## config.mk

```make
export PLATFORM = sky130hd
export DESIGN_NAME = bus_master_if
export DESIGN_NICKNAME = d
export VERILOG_FILES = /design/src/rtl/bus_master_if_pkg.sv /design/src/rtl/bus_master_if.sv
export SDC_FILE = /design/constraint.sdc
export NUM_CORES = 1
export LEC_CHECK = 0
export ABC_AREA = 1
export BUFFER_PORTS_ARGS = -buffer_cell sky130_fd_sc_hd__clkbuf_2
export CORE_AREA = 2 2 122 124
export CTS_BUF_LIST = sky130_fd_sc_hd__clkbuf_2
export CTS_CLUSTER_SIZE = 28
export DETAILED_ROUTE_END_ITERATION = 10
export DIE_AREA = 0 0 124 126
export GPL_TIMING_DRIVEN = 1
export HOLD_SLACK_MARGIN = 0.03
export PLACE_DENSITY_LB_ADDON = 0.05
export SLEW_MARGIN = 30
export SYNTH_ARGS = -nofsm -noshare
export SYNTH_HDL_FRONTEND = slang
export SYNTH_SLANG_ARGS = --single-unit
```

## constraint.sdc

```tcl
create_clock -name clk -period 1.4 [get_ports clk]
set_input_delay 0.21 -clock clk [delete_from_list [all_inputs] [get_ports clk]]
set_output_delay 0.21 -clock clk [all_outputs]
set_load 0.01 [all_outputs]
```

## src/rtl/bus_master_if_pkg.sv

```systemverilog
// Shared types and constants for the bus master interface unit.
package bus_master_if_pkg;

    localparam int WORD_ADDR_W = 30;
    localparam int WORD_DATA_W = 32;

    // Read/write encoding used on cpu_rw and bus_rw.
    localparam logic READ  = 1'b1;
    localparam logic WRITE = 1'b0;

    // Active-low strobe levels.
    localparam logic ENABLE_  = 1'b0;
    localparam logic DISABLE_ = 1'b1;

    localparam int BUS_IF_STATE_W = 2;

    typedef enum logic [BUS_IF_STATE_W-1:0] {
        BUS_IF_IDLE   = 2'd0,
        BUS_IF_REQ    = 2'd1,
        BUS_IF_ACCESS = 2'd2
    } bus_if_state_e;

endpackage

```

## src/rtl/bus_master_if.sv

```systemverilog
// Master-side bus interface: takes one single-word request from a master
// core, arbitrates for the bus, performs the access and reports done/err.
//
// Handshakes: the core presents a request by driving cpu_as_ low while
// cpu_busy is low (or in the cycle cpu_done/cpu_err is high); the request is
// taken on that clock edge and cpu_busy stays high until completion, during
// which further cpu_as_ pulses are dropped. Towards the arbiter bus_req_ is
// held low until bus_grnt_ is seen low; the slave ends the access by pulling
// bus_rdy_ low at a clock edge while the address phase is held stable.
module bus_master_if
    import bus_master_if_pkg::*;
#(
    parameter int TIMEOUT = 255
) (
    input  logic                   clk,
    input  logic                   rst,
    input  logic                   cpu_as_,
    input  logic                   cpu_rw,
    input  logic [WORD_ADDR_W-1:0] cpu_addr,
    input  logic [WORD_DATA_W-1:0] cpu_wr_data,
    output logic                   cpu_busy,
    output logic                   cpu_done,
    output logic                   cpu_err,
    output logic [WORD_DATA_W-1:0] cpu_rd_data,
    output logic                   bus_req_,
    input  logic                   bus_grnt_,
    output logic [WORD_ADDR_W-1:0] bus_addr,
    output logic                   bus_as_,
    output logic                   bus_rw,
    output logic [WORD_DATA_W-1:0] bus_wr_data,
    input  logic [WORD_DATA_W-1:0] bus_rd_data,
    input  logic                   bus_rdy_,
    output logic [BUS_IF_STATE_W-1:0] dbg_state
);

    localparam int CNT_W = (TIMEOUT > 1) ? $clog2(TIMEOUT) : 1;
    localparam logic [CNT_W-1:0] CNT_LAST = CNT_W'(TIMEOUT - 1);

    bus_if_state_e state, state_nxt;

    logic [CNT_W-1:0]       cnt, cnt_nxt;
    logic                   lat_rw;
    logic [WORD_ADDR_W-1:0] lat_addr;
    logic [WORD_DATA_W-1:0] lat_wr_data;
    logic                   latch_en;

    logic                   req_nxt, as_nxt, rw_nxt, done_nxt, err_nxt;
    logic [WORD_ADDR_W-1:0] addr_nxt;
    logic [WORD_DATA_W-1:0] wd_nxt, rd_nxt;

    assign dbg_state = state;

    // Busy covers the accept cycle combinationally; otherwise any non-idle state.
    assign cpu_busy = (state == BUS_IF_IDLE) ? ~cpu_as_ : 1'b1;

    // State, registered outputs, timeout counter and request latches.
    always_ff @(posedge clk or negedge rst) begin
        if (!rst) begin
            state       <= BUS_IF_IDLE;
            cnt         <= '0;
            lat_rw      <= READ;
            lat_addr    <= '0;
            lat_wr_data <= '0;
            bus_req_    <= DISABLE_;
            bus_as_     <= DISABLE_;
            bus_rw      <= READ;
            bus_addr    <= '0;
            bus_wr_data <= '0;
            cpu_done    <= 1'b0;
            cpu_err     <= 1'b0;
            cpu_rd_data <= '0;
        end else begin
            state       <= state_nxt;
            cnt         <= cnt_nxt;
            bus_req_    <= req_nxt;
            bus_as_     <= as_nxt;
            bus_rw      <= rw_nxt;
            bus_addr    <= addr_nxt;
            bus_wr_data <= wd_nxt;
            cpu_done    <= done_nxt;
            cpu_err     <= err_nxt;
            cpu_rd_data <= rd_nxt;
            if (latch_en) begin
                lat_rw      <= cpu_rw;
                lat_addr    <= cpu_addr;
                lat_wr_data <= cpu_wr_data;
            end
        end
    end

    // Next-state and next-output decode; release returns the bus to idle values.
    always_comb begin
        state_nxt = state;
        cnt_nxt   = cnt;
        latch_en  = 1'b0;
        req_nxt   = bus_req_;
        as_nxt    = DISABLE_;
        rw_nxt    = bus_rw;
        addr_nxt  = bus_addr;
        wd_nxt    = bus_wr_data;
        done_nxt  = 1'b0;
        err_nxt   = 1'b0;
        rd_nxt    = cpu_rd_data;

        unique case (state)
            BUS_IF_IDLE: begin
                if (cpu_as_ == ENABLE_) begin
                    latch_en  = 1'b1;
                    req_nxt   = ENABLE_;
                    state_nxt = BUS_IF_REQ;
                end
            end
            BUS_IF_REQ: begin
                req_nxt = ENABLE_;
                if (bus_grnt_ == ENABLE_) begin
                    addr_nxt  = lat_addr;
                    rw_nxt    = lat_rw;
                    wd_nxt    = lat_wr_data;
                    as_nxt    = ENABLE_;
                    cnt_nxt   = '0;
                    state_nxt = BUS_IF_ACCESS;
                end
            end
            BUS_IF_ACCESS: begin
                // Slave ready takes priority over lost grant and timeout.
                if ((bus_rdy_ == ENABLE_) || (bus_grnt_ == DISABLE_) || (cnt == CNT_LAST)) begin
                    if (bus_rdy_ == ENABLE_) begin
                        done_nxt = 1'b1;
                        if (bus_rw == READ) begin
                            rd_nxt = bus_rd_data;
                        end
                    end else begin
                        err_nxt = 1'b1;
                    end
                    req_nxt   = DISABLE_;
                    addr_nxt  = '0;
                    rw_nxt    = READ;
                    wd_nxt    = '0;
                    state_nxt = BUS_IF_IDLE;
                end else if (cnt != CNT_LAST) begin
                    cnt_nxt = cnt + CNT_W'(1);
                end
            end
            default: begin
                state_nxt = BUS_IF_IDLE;
            end
        endcase
    end

endmodule

```

**Word-level counts from Yosys, hierarchy flattened**

Cells that the tools add are included.

- Bits of input ports: 100
- Output and inout bits: 102
- Word-level logic and storage cells: 65
- Register bits after elaboration: 172

- Mux-type cells: 30
- Add/subtract/negate cells: 1
- Reductions and logical operators: 10
- Equal/unequal tests: 9
- Bitwise logic cells: 2

Operators by type and width:

| operator | count |
|---|---|
| 32-bit 2-to-1 mux | 2 |
| 32-bit one-hot mux with 2 select lines | 1 |
| 30-bit 2-to-1 mux | 2 |
| 30-bit one-hot mux with 2 select lines | 1 |
| 8-bit 2-to-1 mux | 3 |
| 8-bit one-hot mux with 2 select lines | 1 |
| 1-bit 2-to-1 mux | 14 |
| 2-bit inequality test, second input constant | 5 |
| 3-bit AND reduction | 3 |
| 8-bit by 1-bit adder with 8-bit output, second input constant | 1 |
| 8-bit equality test, second input constant | 1 |
| 8-bit inequality test, second input constant | 1 |
| 4-bit AND reduction | 2 |
| 2-bit 2-to-1 mux | 3 |
| 2-bit one-hot mux with 3 select lines | 1 |
| 1-bit one-hot mux with 3 select lines | 1 |
| 3-bit nonzero test | 1 |
| 2-bit by 1-bit equality test with 1-bit output, second input constant | 1 |
| 2-bit equality test, second input constant | 1 |
| 2-bit zero test | 1 |
| 1-bit logical OR | 2 |
| 1-bit inverter | 2 |
| 1-bit one-hot mux with 2 select lines | 1 |
| 2-bit nonzero test | 1 |

**Logic depth before layout (Yosys ltp)**

Gate-level depths: netlist of run 1.

- Word-level depth: 5
- Mapped depth: 10
- Depth with buffers taken out: 9

**Worst setup path before layout of run 1**

No wires, ideal clock.

- Path kind: reg-to-reg
- Start: reg state[1] (netlist: dbg_state[1])
- End: reg bus_wr_data[10]
- Buffers on the path: 1
- Period minus slack after synthesis: 1382 ps
- Stages on the path, launching flop included: 10
- Required time: 1283 ps
- Path slack: 18 ps
- Arrival time: 1265 ps
- Cell sequence: dfrtp_1 -> inv_2 -> nand2_1 -> nor2_4 -> inv_4 -> nand2_2 -> nand2_4 -> buf_4 -> nand2_1 -> nand2_1

- Longest elaborated chain between the ends: 3
- Elaborated cells on any way between the ends: 7

Ends and longest elaborated chain:

| item | line | source |
|---|---|---|
| from (decl) | bus_master_if.sv:39 | `bus_if_state_e state, state_nxt;` |
| from (signal assigned) | bus_master_if.sv:73 | `state <= state_nxt;` |
| 2-bit by 1-bit equality test with 1-bit output or 2-bit equality test (tied branches) | bus_master_if.sv:105 | `unique case (state)` |
| 2-bit inequality test (no line) or 2-bit nonzero test (tied branches) | - |  |
| 3-bit AND reduction (no line) | - |  |
| to (signal assigned) | bus_master_if.sv:79 | `bus_wr_data <= wd_nxt;` |
| to (decl) | bus_master_if.sv:30 | `output logic [WORD_DATA_W-1:0] bus_wr_data,` |

Several ways; a longest one is shown, not always the timed one.
A chain may end at the register's enable or synchronous reset.

**Worst setup path in the final report of run 1**

- Start: reg state[1] (netlist: dbg_state[1])
- End: out cpu_busy

- Longest elaborated chain between the ends: 2

Ends and longest elaborated chain:

| item | line | source |
|---|---|---|
| 2-bit zero test | bus_master_if.sv:54 | `assign cpu_busy = (state == BUS_IF_IDLE) ? ~cpu_as_ : 1'b1;` |
| 1-bit 2-to-1 mux | bus_master_if.sv:54 |  |
| to (decl) | bus_master_if.sv:21 | `output logic cpu_busy,` |

No other way between the ends.

==> impl_metrics.tcl, run 1 <==
set metrics [dict create \
    layout_setup_ws_ns -0.2629 \
    synth_cell_types 26 \
    area_growth_pct 55.56 \
    synth_area_um2 6763 \
    cts_sinks 172 \
    peakVddDrop_uv 973.8 \
    num-nets-final 1124 \
    wirelength_um 18890 \
    placementRows 44 \
    synth_ff_type "dfrtp_1" \
    place.port_buffers 201 \
    fmax_mhz 601.4 \
    post-route-min-period_ns 1.663 \
    via_per_inst 4.733 \
    ant_nets 0 \
    min_period_over_period_pct 118.8 \
    clock-root-buffer "clkbuf_2" \
    p_comb_share_pct 46.5 \
    timing.setup.tns_ns -24.56 \
    hpwl_um 10730 \
    clock_latency_ns 0.71 \
    final_cells 1219 \
    yosysWarnings 0 \
    dieArea_um2 15620 \
    diodes 0 \
    dr.pass1.iters 4 \
    worstHoldPathType "input port to register" \
    violations "negative setup slack" \
    gr-usage-all-layers_pct 24.24 \
    p_switching_uw 7101 \
    drive_gt1_share_pct 40.19 \
    power_frac_clock_pct 11.3 \
    finalHoldViolCount 0 \
    ys_ff_latch 172 \
    max_slew_margin_pct 69.33 \
    cp_max_fo 2 \
    arrival_ns 1.45 \
    wl_per_cell_um 15.50 \
    overflow 0 \
    crit_required_ns 1.19 \
    place_area_um2 8149 \
    yosysTopAreaCellShare_pct 62.16 \
    clock_path_buffers 2 \
    tightest_slew_ns 0.4601 \
    grt_first_pass_wirelength_um 28930 \
    synth_edf_count 0 \
    dp_slack_ns -0.06495 \
    grt_antenna_before_repair 0 \
    p_leak_uw 0.005510 \
    sw_frac_of_total_pct 35.59 \
    pin_count 202 \
    maxCapViolCount 0 \
    rsz0062_at_grt "yes" \
    powerDensity_nw_per_um2 1897 \
    grt_pass1_vias 5880 \
    p_total_uw 19950 \
    setup_viol 205 \
    cts_tree "done" \
    synthTopCellsByCount "nand2_1, dfrtp_1, mux2_2, nand3_1, nor2_1" \
    clk_pin_slew_ns 0.23 \
    place_congestion 0.8015 \
    grt_max_degree 35 \
    status "complete, but fails checks" \
    synth_nets 737 \
    drc_errors 0 \
    initial_utilization_pct 47.25 \
    drtIter0Drc 238 \
    h-tree-depth 4 \
    final-max-slew-violation-count 0 \
    async_flop_share_pct 100.0 \
    final_area_um2 10520 \
    skew_ns 0.02309 \
    die_h_um 126 \
    internal-power_uw 12850 \
    synth.area.top_cells "dfrtp_1, nand2_1, mux2_2" \
    avgSynthCellArea_um2 10.65 \
    path_class "register to primary output" \
    rrSetupSlack_ns -0.23 \
    synth_most_common_cell "nand2_1" \
    dp.cells 1018 \
    core_um2 14310 \
    crit_path_start_kind "register" \
    end_kind "primary output" \
    cts_buffers 17 \
    p_seq_share_pct 42.1 \
    synthCells 635 \
    ys_seq_area_share_pct 63.72 \
    yosysTopAreaCell "dfrtp_1" \
    vias 5770 \
    fp.dieW_um 124 \
]
==> what timing repair did <==
item                       CTS  global route
hold buffers               101             0
cloned                      11             4
hold endpoints to repair   290             0
resized for setup           22            79
setup endpoints to repair  220           232
pin swaps                    4             6
setup buffers               32            21
==> per-layer routing <==
layer,track usage (%),vias up,part of all wire (%)
met4,8.790,0,1.8
met2,42.28,205,51
li1,-,2803,-
met3,5.933,24,6.2
met1,28.92,2738,41
met5,0,-,0
==> kinds of logic after synthesis <==
| family | synth area share [%] |
|---|---|
| AO/OA/AOI/OAI | 0.6846 |
| XOR/XNOR | 0.1295 |
| AND/OR/NAND/NOR | 20.80 |
| buffers and inverters | 3.811 |
| adder cells (fa/ha/maj) | 0.3700 |
| flip-flops | 63.72 |
| multiplexers | 10.49 |
==> cell type report <==
class,instances,area (µm²)
Clock buffer,20,100.1
Timing Repair Buffer,396,3401
Inverter,11,48.80
Clock inverter,12,97.59
Multi-Input combinational cell,424,2332
Sequential cell,172,4310
Fill cell,981,3794
Tap cell,184,230.2
==> cells in the final DEF (no fill, tap or decap), drive strengths merged <==
cell type    Yosys  layout
inv             11      12
clkbuf          10     200
bufinv           0       1
dlygate4sd3      0     100
dfstp            4       4
nor3b            1       1
clkinv           0       7
xnor2            1       1
ha               2       2
clkinvlp         0       3
buf             19     116
o21bai           1       1
nor2            17      17
nand2          287     288
mux2            63      63
dfrtp          168     168
nand3           44      44
o21ai            6       6
a21oi            1       1
==> flip-flops by register name, summed over array words and instances (netlist names) <==
signal       cells
bus_req_         1
cpu_done         1
bus_wr_data     32
cpu_rd_data     32
bus_addr        30
dbg_state        2
lat_rw           1
cpu_err          1
lat_addr        30
cnt              8
bus_as_          1
lat_wr_data     32
bus_rw           1
==> power by group through the flow <==
stage,combinational [µW],clock [µW],sequential [µW]
finish,9280,2260,8410
global route,10100,2570,8650
CTS,8190,2370,8320
detailed placement,6280,0,8470
global placement,6090,0,8380
floorplan,3250,0,8840
==> through the flow <==
step | util, % | hold slack (ns)
CTS | 70.00 | 0.1564
global placement | 56.93 | 0.1552
floorplan | - | -0.08559
global route | 73.50 | 0.1584
detailed placement | 56.93 | 0.1453
finish | 73.50 | 0.2469
==> final timing paths <==
check | cells after the start | endpoint | from
min in group asynchronous | 4 | bus_addr[12] | rst
max in group asynchronous | 4 | bus_req_ | rst
worst max register to register | 11 | bus_addr[21] | cnt[0]
worst min register to register | 2 | bus_addr[25] | lat_addr[25]
worst max-delay path | 3 | cpu_busy | dbg_state[1]
worst min-delay path | 3 | lat_addr[14] | cpu_addr[14]
==> worst max-delay path, cell delays in order (launching register included) <==
cell and delay, ns:
dfrtp_1 0.45, nor2_4 0.13, nand2_2 0.06, clkbuf_2 0.12
No activity file was read; power rests on OpenSTA's default activity.
==> inputs of run 2 (changes only) <==
CORE_AREA = 2 2 112 114   (was 2 2 122 124)
DIE_AREA = 0 0 114 116   (was 0 0 124 126)
clock period = 2.09 ns   (was 1.4 ns; I/O delays follow)
==> impl_metrics.tcl, run 2 (same netlist as run 1, synthesis figures left out) <==
set metrics [dict create \
    cts_buffers 17 \
    tightest_slew_ns 0.5190 \
    post-route-min-period_ns 1.952 \
    grt_max_degree 65 \
    path_class "register to primary output" \
    dieArea_um2 13220 \
    wirelength_um 16030 \
    p_leak_uw 0.004838 \
    drive_gt1_share_pct 33.47 \
    hpwl_um 9925 \
    grt_pass1_vias 5264 \
    timing.rr.start "cnt[0]" \
    initial_utilization_pct 56.78 \
    placementRows 40 \
    grt.busiest_layer "met2" \
    place.port_buffers 201 \
    status "finished, final reports clean" \
    fmax_mhz 512.2 \
    fill_cells 821 \
    dr.pass1.iters 5 \
    drtIter0Drc 310 \
    cts_tree "done" \
    worstHoldPathType "input port to asynchronous set/reset pin" \
    skew_ns 0.02248 \
    dp_slack_ns 0.3630 \
    clock_latency_ns 0.72 \
    layout_common_cells "nand2_1, clkbuf_2, dfrtp_1" \
    use_met2_pct 41.31 \
    postCtsSetupBuffers 0 \
    core_um2 11910 \
    end_kind "primary output" \
    top_regs "bus_wr_data (32), cpu_rd_data (32), lat_wr_data (32)" \
    min_period_over_period_pct 93.41 \
    cp_max_fo 5 \
    maxCapViolCount 0 \
    gr-usage-all-layers_pct 24.46 \
    cts_sinks 172 \
    rr_endpoint "bus_addr[5]" \
    layout_setup_ws_ns 0.1377 \
    rrSetupSlack_ns 0.25 \
    num-nets-final 1040 \
    place_congestion 0.8566 \
    grt_first_pass_wirelength_um 25040 \
    die_h_um 116 \
    crit_required_ns 1.78 \
    grt_antenna_before_repair 0 \
    peakVddDrop_uv 752.4 \
    clk_pin_slew_ns 0.22 \
    overflow 0 \
    ant_nets 0 \
    powerDensity_nw_per_um2 1244 \
    setup_viol 0 \
    wl_per_cell_um 14.61 \
    grt_use_met3_pct 6.172 \
    drc_errors 0 \
    final_common_cell "nand2_1" \
    reg2regPathDepth 10 \
    crit_path_start_kind "register" \
    final-max-slew-violation-count 0 \
    clock-root-buffer "clkbuf_2" \
    vias 5419 \
    h-tree-depth 4 \
    rsz0062_at_grt "no" \
    area_growth_pct 34.38 \
    fin_util_pct 76.29 \
    grt_use_met1_pct 30.45 \
    via_per_inst 4.940 \
    max_slew_margin_pct 65.40 \
    diodes 0 \
    arrival_ns 1.64 \
    finalHoldViolCount 0 \
    clock_path_buffers 2 \
    pin_count 202 \
    fp.dieW_um 114 \
    timing.setup.tns_ns 0 \
]
[run 2: changes by cell type in the layout (fill, tap and decap cells not counted), sizes merged]
cell	change
bufinv	+1
inv	-1
clkbuf	+19
clkinv	+2
clkinvlp	-2
buf	-103
nand2	-1
[run 2: how the worst max path moves through the flow]
| stage | startpoint | to | cells after the start |
|---|---|---|---|
| 4_1_cts | dbg_state[0] | cpu_busy | 3 |
| 3_3_place_gp | cnt[0] | bus_addr[0] | 10 |
| 2_1_floorplan | dbg_state[1] | bus_wr_data[10] | 9 |
| 3_5_place_dp | cnt[0] | bus_addr[9] | 10 |
| 6_report | dbg_state[0] | cpu_busy | 3 |
| 5_1_grt | dbg_state[0] | cpu_busy | 3 |
[run 2: metrics by stage]
stage	area (µm²)	cells	power (µW)	hold WS [ns]
global placement	7885	966	9454	0.3059
floorplan	6763	635	8100	0.01791
CTS	9086	1097	11360	0.04012
detailed placement	7885	966	9655	0.3070
global route	9087	1097	12100	0.06875
finish	9087	1097	11300	0.1038
[run 2: power breakdown]
group	switching, µW	internal, µW
Clock	1040	520
Combinational	2260	1860
Sequential	808	4800
[run 2: cell type report]
cell class	count	area (µm²)	share of cell area, %
clock buffers	19	95.09	1.046
well taps	147	183.9	2.024
repair buffers	313	2153	23.70
multi-input cells	423	2196	24.16
clock inverters	12	105.1	1.157
flip-flops and latches	172	4310	47.43
inverters	11	43.79	0.4819
[run 2: timing repair]
item	4_1_cts	5_1_grt
hold buffers	100	0
setup endpoints to repair	0	1
hold endpoints to repair	277	0
resized for setup	0	1
[run 2: routing by layer]
metal	part of all wire [%]	up-vias
met5	0	-
li1	-	2622
met1	42	2553
met2	49	210
met4	2.4	0
met3	6.3	34
[run 2: worst max-delay path: stages, from the launching register on]
cell and delay (ns):
dfrtp_2 0.49, nor2_1 0.18, nand2_1 0.10, clkbuf_2 0.15
